## config.mk

```make
export PLATFORM = sky130hd
export DESIGN_NAME = pc_sequencer
export DESIGN_NICKNAME = d
export VERILOG_FILES = /design/src/rtl/pc_sequencer_pkg.sv /design/src/rtl/pc_sequencer_redirect_latch.sv /design/src/rtl/pc_sequencer.sv
export SDC_FILE = /design/constraint.sdc
export NUM_CORES = 1
export LEC_CHECK = 0
export CORE_MARGIN = 2
export CORE_UTILIZATION = 60
export CTS_CLUSTER_DIAMETER = 100
export DETAILED_ROUTE_END_ITERATION = 8
export DONT_BUFFER_PORTS = 1
export GPL_TIMING_DRIVEN = 0
export MAX_ROUTING_LAYER = met4
export PLACE_DENSITY_LB_ADDON = 0.08
export SYNTH_ARGS = -nofsm -noshare
export SYNTH_HDL_FRONTEND = slang
export SYNTH_SLANG_ARGS = --single-unit
```

## constraint.sdc

```tcl
create_clock -name clk -period 2.6 [get_ports clk]
set_clock_uncertainty 0.2 [all_clocks]
set_input_delay 0.78 -clock clk [delete_from_list [all_inputs] [get_ports clk]]
set_output_delay 0.78 -clock clk [all_outputs]
set_load 0.02 [all_outputs]
```

## src/rtl/pc_sequencer_pkg.sv

```systemverilog
// Shared definitions for the IF-stage PC sequencer: bus range, jump-mux select
// encodings, FSM state encodings and default reset/trap addresses.
package pc_sequencer_pkg;

    localparam int PC_WIDTH_DEF = 16;
    localparam int PC_BUS_MSB   = PC_WIDTH_DEF - 1;

    localparam logic [PC_BUS_MSB:0] RESET_PC_DEF    = 16'h0000;
    localparam logic [PC_BUS_MSB:0] TRAP_VECTOR_DEF = 16'h0004;

    localparam logic PC_JUMP_ENABLE  = 1'b1;
    localparam logic PC_JUMP_DISABLE = 1'b0;

    typedef enum logic [1:0] {
        ST_BOOT     = 2'd0,
        ST_FETCH    = 2'd1,
        ST_WAIT_MEM = 2'd2
    } seq_state_e;

endpackage

```

## src/rtl/pc_sequencer_redirect_latch.sv

```systemverilog
// Holds a taken redirect that arrived before its fetch was acknowledged; a newer
// redirect overwrites the held target and a clear discards it.
module pc_redirect_latch #(
    parameter int PC_WIDTH = 16
) (
    input  logic                clk,
    input  logic                rst,
    input  logic                set,
    input  logic [PC_WIDTH-1:0] set_target,
    input  logic                clear,
    output logic                pend_valid,
    output logic [PC_WIDTH-1:0] pend_target
);

    // Pending-redirect register: clear outranks set, set overwrites any held target
    always_ff @(posedge clk or posedge rst) begin
        if (rst) begin
            pend_valid  <= 1'b0;
            pend_target <= '0;
        end else if (clear) begin
            pend_valid  <= 1'b0;
        end else if (set) begin
            pend_valid  <= 1'b1;
            pend_target <= set_target;
        end else begin
            pend_valid  <= pend_valid;
            pend_target <= pend_target;
        end
    end

endmodule

```

## src/rtl/pc_sequencer.sv

```systemverilog
// IF-stage PC sequencer: owns PC, arbitrates fetch against the data side and
// generates redirect flushes. Optional trap entry is enabled by PC_SEQ_TRAP_EN.
module pc_sequencer
    import pc_sequencer_pkg::*;
#(
    parameter int                  PC_WIDTH = PC_WIDTH_DEF,
    parameter logic [PC_WIDTH-1:0] RESET_PC = RESET_PC_DEF,
    parameter int                  PC_STEP  = 1
`ifdef PC_SEQ_TRAP_EN
    ,
    parameter logic [PC_WIDTH-1:0] TRAP_VECTOR = TRAP_VECTOR_DEF
`endif
) (
    input  logic                clk,
    input  logic                rst,
    input  logic                stall,
    input  logic                jump_valid,
    input  logic [PC_WIDTH-1:0] jump_target,
    input  logic                mem_busy,
    input  logic                fetch_ack,
`ifdef PC_SEQ_TRAP_EN
    input  logic                trap_req,
    output logic [PC_WIDTH-1:0] epc,
`endif
    output logic                fetch_req,
    output logic [PC_WIDTH-1:0] fetch_addr,
    output logic                inst_valid,
    output logic                flush_if,
    output logic                PC_jump_op,
    output logic [PC_WIDTH-1:0] PC_jump,
    output logic [PC_WIDTH-1:0] PC_add,
    output logic [PC_WIDTH-1:0] PC
);

    localparam logic [PC_WIDTH-1:0] STEP_V = PC_WIDTH'(PC_STEP);

    seq_state_e          state_r;
    seq_state_e          state_nxt_s;
    logic [PC_WIDTH-1:0] pc_r;
    logic [PC_WIDTH-1:0] pc_nxt_s;
    logic [PC_WIDTH-1:0] pc_add_s;
    logic                inst_valid_r;
    logic                inst_valid_nxt_s;
    logic                fetch_req_s;
    logic                ack_s;
    logic                redirect_now_s;
    logic [PC_WIDTH-1:0] target_s;
    logic [PC_WIDTH-1:0] jump_mux_s;
    logic                flush_s;
    logic                jump_op_s;
    logic                pend_set_s;
    logic                pend_clr_s;
    logic                pend_valid_s;
    logic [PC_WIDTH-1:0] pend_target_s;
    logic                trap_s;

    pc_redirect_latch #(
        .PC_WIDTH (PC_WIDTH)
    ) u_redirect_latch (
        .clk         (clk),
        .rst         (rst),
        .set         (pend_set_s),
        .set_target  (jump_target),
        .clear       (pend_clr_s),
        .pend_valid  (pend_valid_s),
        .pend_target (pend_target_s)
    );

`ifdef PC_SEQ_TRAP_EN
    assign trap_s = trap_req;
`else
    assign trap_s = 1'b0;
`endif

    assign pc_add_s = pc_r + STEP_V;

    // FSM next state and port arbitration: data side owns the port whenever mem_busy
    always_comb begin
        state_nxt_s = state_r;
        fetch_req_s = 1'b0;
        case (state_r)
            ST_BOOT: begin
                state_nxt_s = ST_FETCH;
            end
            ST_FETCH: begin
                fetch_req_s = !mem_busy;
                if (mem_busy) begin
                    state_nxt_s = ST_WAIT_MEM;
                end else begin
                    state_nxt_s = ST_FETCH;
                end
            end
            ST_WAIT_MEM: begin
                fetch_req_s = !mem_busy;
                if (mem_busy) begin
                    state_nxt_s = ST_WAIT_MEM;
                end else begin
                    state_nxt_s = ST_FETCH;
                end
            end
            default: begin
                state_nxt_s = ST_BOOT;
            end
        endcase
    end

    // PC update priority: trap, redirect, deferred redirect, stall, sequential
    always_comb begin
        ack_s            = fetch_ack && fetch_req_s;
        redirect_now_s   = jump_valid || pend_valid_s;
        pc_nxt_s         = pc_r;
        inst_valid_nxt_s = 1'b0;
        flush_s          = 1'b0;
        jump_op_s        = PC_JUMP_DISABLE;
        pend_set_s       = 1'b0;
        pend_clr_s       = 1'b0;
        if (jump_valid) begin
            target_s = jump_target;
        end else begin
            target_s = pend_target_s;
        end
        jump_mux_s = target_s;

        if (trap_s) begin
`ifdef PC_SEQ_TRAP_EN
            pc_nxt_s   = TRAP_VECTOR;
            jump_mux_s = TRAP_VECTOR;
`else
            pc_nxt_s   = pc_r;
`endif
            pend_clr_s = 1'b1;
            flush_s    = 1'b1;
            jump_op_s  = PC_JUMP_ENABLE;
        end else if (redirect_now_s && (ack_s || (state_r == ST_WAIT_MEM))) begin
            pc_nxt_s   = target_s;
            pend_clr_s = 1'b1;
            flush_s    = 1'b1;
            jump_op_s  = PC_JUMP_ENABLE;
        end else if (jump_valid && (state_r == ST_FETCH)) begin
            // Fetch in flight at the old PC: remember the target, kill the stale word
            pend_set_s = 1'b1;
            flush_s    = 1'b1;
        end else if (stall) begin
            pc_nxt_s = pc_r;
        end else if (ack_s) begin
            pc_nxt_s         = pc_add_s;
            inst_valid_nxt_s = 1'b1;
        end else begin
            pc_nxt_s = pc_r;
        end
    end

    // Architectural state registers
    always_ff @(posedge clk or posedge rst) begin
        if (rst) begin
            state_r      <= ST_BOOT;
            pc_r         <= RESET_PC;
            inst_valid_r <= 1'b0;
        end else begin
            state_r      <= state_nxt_s;
            pc_r         <= pc_nxt_s;
            inst_valid_r <= inst_valid_nxt_s;
        end
    end

`ifdef PC_SEQ_TRAP_EN
    // Exception PC captured on trap entry
    always_ff @(posedge clk or posedge rst) begin
        if (rst) begin
            epc <= '0;
        end else if (trap_s) begin
            epc <= pc_r;
        end else begin
            epc <= epc;
        end
    end
`endif

    assign fetch_req  = fetch_req_s;
    assign fetch_addr = pc_r;
    assign PC         = pc_r;
    assign PC_add     = pc_add_s;
    assign PC_jump    = jump_mux_s;
    assign PC_jump_op = jump_op_s;
    assign flush_if   = flush_s;
    assign inst_valid = inst_valid_r;

endmodule

```

==> summary.md <==
| Metric | Value |
|---|---|
| Worst VDD drop | `between 0.0008 and 0.0009 V` |
| Vias in the first global route | `roughly 1700` |
| Max-cap violation count | `0` |
| Final setup fails | `10` |
| CTS root buf | `clkbuf_8` |
| Initial antenna violation count | `0` |
| EDFF count, synth | `0` |
| Syn avg cell area | `10.4 µm²` |
| Fin crit period | `a little under 3 ns` |
| Vias per cell | `5.76` |
| CP max FO | `8` |
| Setup_tns | `-1.56 ns` |
| First-pass GRT wire length | `between 8 and 9 mm` |
| Worst setup SP type | `flop` |
| Multiplexer share of the synthesized area | `between 10% and 20%` |
| CTS buffer count | `5` |
| Worst skew pair latency | `0.29 ns` |
| Via count | `1710` |
| Leak Pwr | `1.20 nW` |
| Synth Area in Simple Gates | `15.5%` |
| DRT iter0 DRCs | `100` |
| CTS Hold Bufs | `0` |
| # DRC | `0` |
| CP Class | `flop to primary output` |
| Max Clk Rate | `0.347 GHz` |
| 1st-pass router iterations | `4` |
| Post-Syn Area | `roughly 2200 µm²` |
| Mapped Cells | `between 200 and 250` |
| Final worst slack | `-0.284 ns` |
| Async SR Flop Fraction | `100%` |
| Row cnt | `22` |
| Period utilization | `111%` |
| CP arrival | `around 1.9 ns` |
| RR Endpoint | `u_redirect_latch.pend_target[7]` |
| Total core area | `3610 µm²` |
| Hold Vio Cnt, Final | `0` |
| Final #Nets | `275` |
| TritonCTS clock tree | `yes` |
| Max Slew Vio Count | `0` |
| Adder-cell share of the synthesized area | `between 2 and 3%` |
| Post-Synth XOR/XNOR Area | `around 10%` |
| Maximum clock path buffer count | `2` |
| H-tree depth | `2` |
| PD cells | `1330 nW/µm²` |
| Number of synthesized register bits | `36` |
| DIE WIDTH | `65.0 µm` |
| RePlAce Congestion | `between 0.8 and 0.9` |
| Wire length per cell | `between 15 and 20 µm` |
| Crit path launch | `PC[2]` |
| Top FF cell, synth | `dfrtp_1` |
| Worst slew margin | `between 50% and 60%` |
| Status | `finished with violations` |
| Worst Path Required | `1.62 ns` |
| Pre-CTS WS | `-0.227 ns` |
| IO Port Bufs | `0` |
| Die Span Y | `65.0 µm` |
| Count of cell types in the netlist | `38` |
| Ys Warns | `0` |
| Worst R2R Setup Slack | `approximately 0.21 ns` |
| HP Class | `input pin to async pin` |
| Clock slew at the register clock pins of the worst setup and hold paths | `roughly 0.070 ns` |
| Ant diodes | `0` |
| Compound-Gate Fraction of Synth Area | `under 10%` |
| Seq/Total Area, Yosys | `approximately two fifths` |
| WL final | `5.66 mm` |
| Post-route antenna net violation count | `0` |
| DP Wirelength | `around 3.7 mm` |
| Total track usage | `roughly 28%` |
| Synth Net Count | `between 200 and 250` |
| Grt ovf | `0` |
| Violated checks | `setup timing` |
| Worst setup EP type | `primary output` |
| Clock Sinks | `36` |
| Initial core utilization | `a little over 60%` |
| RSZ-0062 raised after global routing | `yes` |
| Worst-Margin Slew | `0.742 ns` |
| DIE AREA | `4220 µm²` |
| R2r startpoint | `state_r[1]` |
| I/O Pins | `90` |
| Pin count of the biggest net entering global routing | `37` |
| Area grow syn2layout | `31.2%` |
| Reg2reg path depth | `7` |
| Largest family of logic cells by synthesized area | `multiplexers` |
| Share of cells above drive strength 1 | `55.8%` |
[report_power, final]
| group | total (mW) | switching [mW] | internal, mW |
|---|---|---|---|
| clock | 0.382 | 0.194 | 0.188 |
| combinational | 2.12 | 1.16 | 0.954 |
| sequential | 1.39 | 0.535 | 0.855 |
| total | 3.89 | 1.89 | 2.00 |
[cells in the final DEF (no fill, tap or decap), types with 5 or more instances in the layout]
| cell | count |
|---|---|
| buf_4 | 40 |
| clkbuf_8 | 7 |
| dfrtp_1 | 23 |
| dfrtp_2 | 13 |
| mux2_2 | 35 |
| nand2_1 | 17 |
| nor2_1 | 7 |
| o21ai_0 | 5 |
| o21ai_1 | 7 |
| xnor2_1 | 14 |
| xor2_2 | 6 |
[sequential cells by signal, summed over array words and instances (netlist names)]
name and flops:
PC 16, u_redirect_latch.pend_target 16, state_r 2, inst_valid 1
u_redirect_latch.pend_valid 1
[cells in the mapped netlist, types with 2 or more instances]
| master | n | area (µm²) |
|---|---|---|
| dfrtp_1 | 36 | 901 |
| nand3_1 | 5 | 25.0 |
| nor4_1 | 5 | 31.3 |
| buf_4 | 16 | 120 |
| o21ai_0 | 5 | 25.0 |
| mux2_2 | 35 | 394 |
| nor2_1 | 10 | 37.5 |
| nor3_1 | 8 | 40.0 |
| clkbuf_1 | 5 | 18.8 |
| nand4_1 | 3 | 18.8 |
| o21ai_1 | 7 | 35.0 |
| buf_2 | 3 | 15.0 |
| ha_1 | 5 | 62.6 |
| xnor2_1 | 18 | 158 |
| xor2_1 | 8 | 70.1 |
| a31oi_1 | 2 | 12.5 |
| or3_1 | 2 | 12.5 |
| inv_1 | 6 | 22.5 |
| nand2_1 | 17 | 63.8 |
[layout make-up]
| type | count | area, µm² |
|---|---|---|
| inverter | 7 | 26.3 |
| fill | 223 | 677 |
| clock buffer | 7 | 76.3 |
| sequential | 36 | 917 |
| buffer | 25 | 216 |
| tap | 48 | 60.1 |
| multi-input combinational | 147 | 1420 |
| clock inverter | 1 | 5.00 |
| timing repair buffer | 26 | 209 |
[through the flow]
stage          hold WS, ns  util, %  total power, mW  instance area (µm²)  cells
2_1_floorplan        0.277        -             2.74                 2260    215
3_3_place_gp         0.284     64.3             2.96                 2320    263
3_5_place_dp         0.293     64.3             3.03                 2320    263
4_1_cts              0.309     76.7             3.77                 2770    289
5_1_grt              0.318     81.2             4.09                 2930    297
6_report             0.297     81.2             3.89                 2930    297
[cell families after synthesis]
logic type               count (synthesis)
adder cells (fa/ha/maj)                  5
XOR/XNOR                                26
flip-flops                              36
multiplexers                            36
buffers and inverters                   32
AO/OA/AOI/OAI                           18
AND/OR/NAND/NOR                         62
[critical path, stage by stage, from the launching register on]
cell and delay (ns):
dfrtp_2 0.55, nand4_4 0.20, or4_4 0.63, xnor2_4 0.23
[how the worst max path moves through the flow]
stage            endpoint  slack (ns)  depth (start not counted)
2_1_floorplan  PC_add[13]       -0.05                          4
3_3_place_gp   PC_add[14]       -0.23                          4
3_5_place_dp   PC_add[14]       -0.23                          4
4_1_cts        PC_add[13]       -0.34                          3
5_1_grt        PC_add[13]       -0.33                          3
6_report       PC_add[13]       -0.28                          3
[routing by layer]
layer | global-route usage [%] | part of all wire (%) | wire length [µm] | vias to the layer above
met5 | - | 0 | 0 | -
li1 | - | - | - | 788
met1 | 35.2 | 40 | 2260 | 830
met2 | 43.4 | 51 | 2880 | 86
met4 | 7.98 | 0.94 | 53 | 0
met3 | 7.99 | 8.1 | 459 | 6
[repair_timing]
item	4_1_cts	5_1_grt
cloned	1	0
pin swaps	8	13
setup endpoints to repair	23	32
hold endpoints to repair	0	0
setup buffers	18	8
gates resized for setup	47	20
(Power assumes the default switching activity.)
